### src/rtl/multicycle_controller_if.sv
// Datapath-facing bundle of the multicycle controller: opcode/memory handshake in,
// mux selects and enables out.
interface multicycle_controller_if;
  logic [5:0] instruction;
  logic       memReady;
  logic       pcWrite, pcWriteCond, iorD, memRead, memWrite, irWrite;
  logic       memToReg, aluSrcA, regWrite, regDst;
  logic [1:0] pcSource, aluSrcB, aluOp, branch;
  logic       illegalOp, fault;
  logic [3:0] state;

  modport master (
    input  instruction, memReady,
    output pcWrite, pcWriteCond, iorD, memRead, memWrite, irWrite, memToReg, aluSrcA,
           regWrite, regDst, pcSource, aluSrcB, aluOp, branch, illegalOp, fault, state
  );

  modport slave (
    output instruction, memReady,
    input  pcWrite, pcWriteCond, iorD, memRead, memWrite, irWrite, memToReg, aluSrcA,
           regWrite, regDst, pcSource, aluSrcB, aluOp, branch, illegalOp, fault, state
  );
endinterface

### src/rtl/multicycle_controller.sv
// Multicycle MIPS main control FSM with memory-ready watchdog and sticky fault.
// Define MC_BNE_EN to decode BNE (opcode 000101) through the BRANCH state.
module multicycle_controller #(
  parameter int unsigned TIMEOUT = 16,
  parameter int unsigned CNT_W   = 8
) (
  input logic                      clock,
  input logic                      reset,
  multicycle_controller_if.master  bus
);

  typedef enum logic [3:0] {
    StFetch    = 4'd0,
    StDecode   = 4'd1,
    StMemAddr  = 4'd2,
    StMemRead  = 4'd3,
    StMemWb    = 4'd4,
    StMemWrite = 4'd5,
    StExecute  = 4'd6,
    StAluWb    = 4'd7,
    StBranch   = 4'd8,
    StJump     = 4'd9,
    StAddiExec = 4'd10,
    StAddiWb   = 4'd11,
    StFault    = 4'd15
  } state_e;

  localparam logic [5:0] OpRType = 6'b000000;
  localparam logic [5:0] OpLw    = 6'b100011;
  localparam logic [5:0] OpSw    = 6'b101011;
  localparam logic [5:0] OpBeq   = 6'b000100;
  localparam logic [5:0] OpBne   = 6'b000101;
  localparam logic [5:0] OpJ     = 6'b000010;
  localparam logic [5:0] OpAddi  = 6'b001000;

  state_e             stateQ, stateD;
  logic [CNT_W-1:0]   cntQ, cntD;
  logic               waitSt, timedOut;

  assign waitSt   = (stateQ == StFetch) || (stateQ == StMemRead) || (stateQ == StMemWrite);
  // A ready memory in the timeout cycle still completes the access.
  assign timedOut = (TIMEOUT != 0) && (cntQ == CNT_W'(TIMEOUT)) && !bus.memReady;

  always_ff @(posedge clock or posedge reset) begin
    if (reset) begin
      stateQ <= StFetch;
      cntQ   <= '0;
    end else begin
      stateQ <= stateD;
      cntQ   <= cntD;
    end
  end

  always_comb begin
    stateD          = stateQ;
    bus.pcWrite     = 1'b0;
    bus.pcWriteCond = 1'b0;
    bus.iorD        = 1'b0;
    bus.memRead     = 1'b0;
    bus.memWrite    = 1'b0;
    bus.irWrite     = 1'b0;
    bus.memToReg    = 1'b0;
    bus.aluSrcA     = 1'b0;
    bus.regWrite    = 1'b0;
    bus.regDst      = 1'b0;
    bus.pcSource    = 2'b00;
    bus.aluSrcB     = 2'b00;
    bus.aluOp       = 2'b00;
    bus.branch      = 2'b00;
    bus.illegalOp   = 1'b0;
    bus.fault       = 1'b0;
    bus.state       = 4'd0;

    unique case (stateQ)
      StFetch: begin
        bus.memRead = 1'b1;
        bus.aluSrcB = 2'b01;
        bus.irWrite = bus.memReady;
        bus.pcWrite = bus.memReady;
        if (bus.memReady) stateD = StDecode;
        else if (timedOut) stateD = StFault;
      end
      StDecode: begin
        bus.aluSrcB = 2'b11;
        case (bus.instruction)
          OpRType:    stateD = StExecute;
          OpLw, OpSw: stateD = StMemAddr;
          OpBeq:      stateD = StBranch;
`ifdef MC_BNE_EN
          OpBne:      stateD = StBranch;
`endif
          OpJ:        stateD = StJump;
          OpAddi:     stateD = StAddiExec;
          default: begin
            bus.illegalOp = 1'b1;
            stateD        = StFetch;
          end
        endcase
      end
      StMemAddr: begin
        bus.aluSrcA = 1'b1;
        bus.aluSrcB = 2'b10;
        stateD      = (bus.instruction == OpLw) ? StMemRead : StMemWrite;
      end
      StMemRead: begin
        bus.memRead = 1'b1;
        bus.iorD    = 1'b1;
        if (bus.memReady) stateD = StMemWb;
        else if (timedOut) stateD = StFault;
      end
      StMemWb: begin
        bus.memToReg = 1'b1;
        bus.regWrite = 1'b1;
        stateD       = StFetch;
      end
      StMemWrite: begin
        bus.memWrite = 1'b1;
        bus.iorD     = 1'b1;
        if (bus.memReady) stateD = StFetch;
        else if (timedOut) stateD = StFault;
      end
      StExecute: begin
        bus.aluSrcA = 1'b1;
        bus.aluOp   = 2'b10;
        stateD      = StAluWb;
      end
      StAluWb: begin
        bus.regDst   = 1'b1;
        bus.regWrite = 1'b1;
        stateD       = StFetch;
      end
      StBranch: begin
        bus.aluSrcA     = 1'b1;
        bus.aluOp       = 2'b01;
        bus.pcWriteCond = 1'b1;
        bus.pcSource    = 2'b01;
        bus.branch      = 2'b01;
`ifdef MC_BNE_EN
        if (bus.instruction == OpBne) bus.branch = 2'b10;
`endif
        stateD = StFetch;
      end
      StJump: begin
        bus.pcWrite  = 1'b1;
        bus.pcSource = 2'b10;
        stateD       = StFetch;
      end
      StAddiExec: begin
        bus.aluSrcA = 1'b1;
        bus.aluSrcB = 2'b10;
        stateD      = StAddiWb;
      end
      StAddiWb: begin
        bus.regWrite = 1'b1;
        stateD       = StFetch;
      end
      StFault: begin
        bus.fault = 1'b1;
      end
      default: stateD = StFault;
    endcase

    bus.state = stateQ;

    // Wait counter restarts on every state change, so entering a wait state sees zero.
    if (stateD != stateQ) cntD = '0;
    else if (waitSt && !bus.memReady) cntD = cntQ + 1'b1;
    else cntD = cntQ;

    // Async reset must drop every enable immediately, not at the next edge.
    if (reset) begin
      bus.pcWrite     = 1'b0;
      bus.pcWriteCond = 1'b0;
      bus.iorD        = 1'b0;
      bus.memRead     = 1'b0;
      bus.memWrite    = 1'b0;
      bus.irWrite     = 1'b0;
      bus.memToReg    = 1'b0;
      bus.aluSrcA     = 1'b0;
      bus.regWrite    = 1'b0;
      bus.regDst      = 1'b0;
      bus.pcSource    = 2'b00;
      bus.aluSrcB     = 2'b00;
      bus.aluOp       = 2'b00;
      bus.branch      = 2'b00;
      bus.illegalOp   = 1'b0;
      bus.fault       = 1'b0;
      bus.state       = 4'd0;
    end
  end

endmodule

### src/flat_wrapper.sv
// flat-port wrapper written by rule: the top's interface ports become plain ports
module multicycle_controller_flat 
#(
  parameter int unsigned TIMEOUT = 16,
  parameter int unsigned CNT_W   = 8
)
  (clock, reset, bus_instruction, bus_memReady, bus_pcWrite, bus_pcWriteCond, bus_iorD, bus_memRead, bus_memWrite, bus_irWrite, bus_memToReg, bus_aluSrcA, bus_regWrite, bus_regDst, bus_pcSource, bus_aluSrcB, bus_aluOp, bus_branch, bus_illegalOp, bus_fault, bus_state);
  multicycle_controller_if bus_i ();
  input logic clock;
  input logic reset;
  input wire logic [$bits(bus_i.instruction)-1:0] bus_instruction;
  input wire logic [$bits(bus_i.memReady)-1:0] bus_memReady;
  output wire logic [$bits(bus_i.pcWrite)-1:0] bus_pcWrite;
  output wire logic [$bits(bus_i.pcWriteCond)-1:0] bus_pcWriteCond;
  output wire logic [$bits(bus_i.iorD)-1:0] bus_iorD;
  output wire logic [$bits(bus_i.memRead)-1:0] bus_memRead;
  output wire logic [$bits(bus_i.memWrite)-1:0] bus_memWrite;
  output wire logic [$bits(bus_i.irWrite)-1:0] bus_irWrite;
  output wire logic [$bits(bus_i.memToReg)-1:0] bus_memToReg;
  output wire logic [$bits(bus_i.aluSrcA)-1:0] bus_aluSrcA;
  output wire logic [$bits(bus_i.regWrite)-1:0] bus_regWrite;
  output wire logic [$bits(bus_i.regDst)-1:0] bus_regDst;
  output wire logic [$bits(bus_i.pcSource)-1:0] bus_pcSource;
  output wire logic [$bits(bus_i.aluSrcB)-1:0] bus_aluSrcB;
  output wire logic [$bits(bus_i.aluOp)-1:0] bus_aluOp;
  output wire logic [$bits(bus_i.branch)-1:0] bus_branch;
  output wire logic [$bits(bus_i.illegalOp)-1:0] bus_illegalOp;
  output wire logic [$bits(bus_i.fault)-1:0] bus_fault;
  output wire logic [$bits(bus_i.state)-1:0] bus_state;
  assign bus_i.instruction = bus_instruction;
  assign bus_i.memReady = bus_memReady;
  assign bus_pcWrite = bus_i.pcWrite;
  assign bus_pcWriteCond = bus_i.pcWriteCond;
  assign bus_iorD = bus_i.iorD;
  assign bus_memRead = bus_i.memRead;
  assign bus_memWrite = bus_i.memWrite;
  assign bus_irWrite = bus_i.irWrite;
  assign bus_memToReg = bus_i.memToReg;
  assign bus_aluSrcA = bus_i.aluSrcA;
  assign bus_regWrite = bus_i.regWrite;
  assign bus_regDst = bus_i.regDst;
  assign bus_pcSource = bus_i.pcSource;
  assign bus_aluSrcB = bus_i.aluSrcB;
  assign bus_aluOp = bus_i.aluOp;
  assign bus_branch = bus_i.branch;
  assign bus_illegalOp = bus_i.illegalOp;
  assign bus_fault = bus_i.fault;
  assign bus_state = bus_i.state;
  multicycle_controller #(.TIMEOUT(TIMEOUT), .CNT_W(CNT_W)) u_core (.clock(clock), .reset(reset), .bus(bus_i));
endmodule
### config.mk
export PLATFORM = sky130hd
export DESIGN_NAME = multicycle_controller_flat
export DESIGN_NICKNAME = d
export VERILOG_FILES = /design/src/rtl/multicycle_controller_if.sv /design/src/rtl/multicycle_controller.sv /design/src/flat_wrapper.sv
export SDC_FILE = /design/constraint.sdc
export NUM_CORES = 1
export LEC_CHECK = 0
export CAP_MARGIN = 20
export CORE_MARGIN = 2
export CORE_UTILIZATION = 40
export CTS_BUF_LIST = sky130_fd_sc_hd__clkbuf_4 sky130_fd_sc_hd__clkbuf_8 sky130_fd_sc_hd__clkbuf_16
export DETAILED_ROUTE_END_ITERATION = 10
export HOLD_SLACK_MARGIN = 0.02
export MAX_ROUTING_LAYER = met4
export PLACE_DENSITY = 0.81
export SYNTH_ARGS = -nofsm -noshare
export SYNTH_HDL_FRONTEND = slang
export SYNTH_SLANG_ARGS = --single-unit
### constraint.sdc
create_clock -name clock -period 1.63 [get_ports clock]
set_input_delay 0.4075 -clock clock [delete_from_list [all_inputs] [get_ports clock]]
set_output_delay 0.4075 -clock clock [all_outputs]
set_load 0.02 [all_outputs]
==> results.cfg, run 1 <==
[setup_path]
cp-startpoint = u_core.stateQ[3]
end_kind = primary output
rr_startpoint = u_core.stateQ[2]
slowest_delay_ns = 0.47
crit_chain = buf_4 > nor3_4 > and3_4 > or2_4 > buf_6
crit_required_ns = 1.22
critPathSlowestCell = dfrtp_2
path_class = reg2out
cp_max_fo = 6
worstPathArrival_ns = 1.63
cp-start-kind = flip-flop

[routing]
dr.pass1.iters = 4
postRouteAntennaNets = 0
top_layer = met4
wl_met3_um = 235
met2_length_mm = 2.95
drc = 0
wl_mm = 5.42
drt_iter0_markers = 74
avgRoutedWirePerCell_um = 18.7
viasPerCell = 5.70
wl_met1_mm = 1.95
vias = 1652

[timing]
tightest_slew_ns = 0.520
rsz0062_at_grt = yes
fin_crit_sh_pct = 125
maxClockFrequency_mhz = 492
skew_ns = 0.00810
relSlewSlack_pct = 65.3
fin_crit_ns = 2.03
finalSetupViolCount = 31
setup_slack_ns = -0.404
hold_viol = 0
finalMaxSlewViolations = 0

[final_layout]
multi_input_area_sq_mm = 0.00122
stdcell_count = 290
fillers = 147
diodes = 0
drive_gt1_share_pct = 68.7
register_area_sq_um = 304
fin_nets = 258
syn_to_final_growth_pct = 102

[floorplan]
pin_count = 33
dieArea_sq_mm = 0.00372
core_sq_mm = 0.00308
die_h_um = 61.0
start_util_pct = 42.2
die-width_um = 61.0
rows = 20

[place]
dpl_worst_slack_ns = -0.987
hpwl_mm = 3.19
numPortBuffers = 31
gp_congestion = 0.923
placed_cells = 262

[synthesis]
ys_top_cells_by_count = nor2_1 (17), nand2_1 (14), dfrtp_1 (12)
async_reset_ff_share_pct = 100
synth_edf_count = 0
synth_area_sq_mm = 0.00130
syn_nets = 163
synth_flop_cell = dfrtp_1
synthCells = 152
yosysTopAreaCell = dfrtp_1
synth_top_area_share_pct = 23.1
yosys.cell_types.count = 51
synth_seq_cells = 12
synthTopCellsByArea = dfrtp_1 (23%), nor3_2 (7.7%), xnor2_1 (6.8%), nor2_1 (4.9%), nand2_1 (4.1%)
yosys_warnings = 0
synthMostInstantiatedCell = nor2_1
ys_seq_area_share_pct = 23.1
syn_area_per_cell_sq_um = 8.54

[outcome]
status = complete, but fails checks
violations = setup timing

[global_routing]
grt_pass1_vias = 1649
grt_max_degree = 13
grt_pass1_wl_mm = 7.72
gr-total-overflow = 0
grt.total_usage_pct = 29.4
antenna_found_initial = 0

[flow_run]
maxCapViolCount = 0

[clocking]
clk_pin_slew_worst_paths_ns = 0.09
cts_tree = yes
clk_latency_ns = 0.30
cts.sinks = 12
htree_levels = 1
cts-root-buf = clkbuf_4
numCtsBuffers = 3
cts_max_path_buffers = 2

[power_and_ir_drop]
peakVddDrop_mv = 0.969
power.switching_mw = 1.51
p_per_area_mw_per_mm2 = 1280
p_int_mw = 1.84
clockPowerShare_pct = 7.8
switching_share_pct = 45.2
p_seq_share_pct = 12.5
comb_power_share_pct = 79.7
leakagePower_nw = 1.08
total_power_mw = 3.35

[worst_hold_path]
hp-class = in2async
==> final timing paths <==
| check | endpoint | slack (ns) | depth (start not counted) |
|---|---|---|---|
| worst max-delay path | bus_pcWrite | -0.40 | 5 |
| worst min-delay path | u_core.stateQ[1] | 0.34 | 3 |
| worst max register to register | u_core.cntQ[6] | -0.31 | 7 |
| worst min register to register | u_core.cntQ[3] | 0.66 | 2 |
| max in group asynchronous | u_core.stateQ[3] | 0.90 | 3 |
| min in group clock | u_core.cntQ[3] | 0.66 | 2 |
==> cell type report <==
class | count | area share, %
multi-input cells | 122 | 46.8
clock buffers | 4 | 1.39
flip-flops and latches | 12 | 11.6
inverters | 6 | 1.29
well taps | 44 | 2.10
repair buffers | 102 | 36.8
==> repair_timing <==
action | in CTS | in global routing
hold buffers | 0 | 0
gates resized for setup | 166 | 52
buffers inserted | 10 | 15
pin swaps | 16 | 16
endpoints found under the setup margin | 34 | 33
==> power by group through the flow <==
stage / Sequential, mW / Combinational, mW / Clock [mW]
6_report: 0.417 / 2.67 / 0.262
3_3_place_gp: 0.399 / 1.76 / 0
5_1_grt: 0.422 / 2.81 / 0.271
2_1_floorplan: 0.374 / 1.14 / 0
4_1_cts: 0.407 / 2.16 / 0.257
3_5_place_dp: 0.400 / 1.83 / 0
==> metal layers <==
metal  up-vias  track usage, %
li1        736               -
met1       805            28.5
met2        76            52.7
met3        35            5.33
met4         0            19.3
met5         -               -
==> flip-flops by register name, indices dropped and copies added (netlist names) <==
register	flops
u_core.stateQ	4
u_core.cntQ	8
==> cell families (layout without fill, tap and decap cells) <==
| family | count (synthesis) | in the layout | share of synthesized area, % |
|---|---|---|---|
| DFF | 12 | 12 | 23.1 |
| AOI/OAI and AO/OA | 25 | 25 | 16.9 |
| and+or+nand+nor | 82 | 82 | 41.0 |
| adders and majority gates | 2 | 2 | 1.93 |
| xor gates and xnor gates | 11 | 11 | 7.43 |
| other | 1 | 1 | 0.289 |
| muxes | 1 | 1 | 0.771 |
| buffers and inverters | 18 | 112 | 8.58 |
==> worst max-delay path, delay by kind of cell (launching register included) <==
kind | cells | cell delay [ns]
DFF | 1 | 0.47
and+or+nand+nor | 3 | 0.58
buffers and inverters | 2 | 0.27
==> metrics by stage <==
| stage | TNS (ns) | util, % | hold WS (ns) | cell area (sq um) |
|---|---|---|---|---|
| floorplan | -0.581 | - | 0.441 | 1440 |
| global placement | -22.85 | 67.4 | 0.624 | 2070 |
| detailed placement | -23.69 | 67.4 | 0.639 | 2070 |
| CTS | -5.94 | 75.3 | 0.423 | 2320 |
| global route | -9.85 | 85.0 | 0.404 | 2620 |
| finish | -8.25 | 85.0 | 0.342 | 2620 |
==> placed cells by master (no fill, tap or decap), types with 3 or more instances in the layout <==
master and n:
xnor2_1 7, inv_1 3, and3_4 5, o21ai_1 5, buf_12 5, o21ai_0 3
nor3_2 12, dfrtp_2 3, nor3_1 3, o211ai_1 3, nor2_4 7, nor2_2 5
clkbuf_4 3, dfrtp_1 9, buf_4 57, nor2_1 7, nand4_1 3, nor3_4 3
nor4_4 3, buf_6 31, xnor2_4 3, dlygate4sd2_1 5, nand2_1 11
Note: power is estimated with default switching activity, not from simulation.
==> run 2: changes to the inputs <==
--- a/config.mk
+++ b/config.mk
@@ -10,9 +10,9 @@
 export CORE_UTILIZATION = 40
 export CTS_BUF_LIST = sky130_fd_sc_hd__clkbuf_4 sky130_fd_sc_hd__clkbuf_8 sky130_fd_sc_hd__clkbuf_16
 export DETAILED_ROUTE_END_ITERATION = 10
-export HOLD_SLACK_MARGIN = 0.02
 export MAX_ROUTING_LAYER = met4
 export PLACE_DENSITY = 0.81
+export SLEW_MARGIN = 20
 export SYNTH_ARGS = -nofsm -noshare
 export SYNTH_HDL_FRONTEND = slang
 export SYNTH_SLANG_ARGS = --single-unit
==> results of run 2 <==
The final DEF is identical to that of run 1; final timing and power are the same.
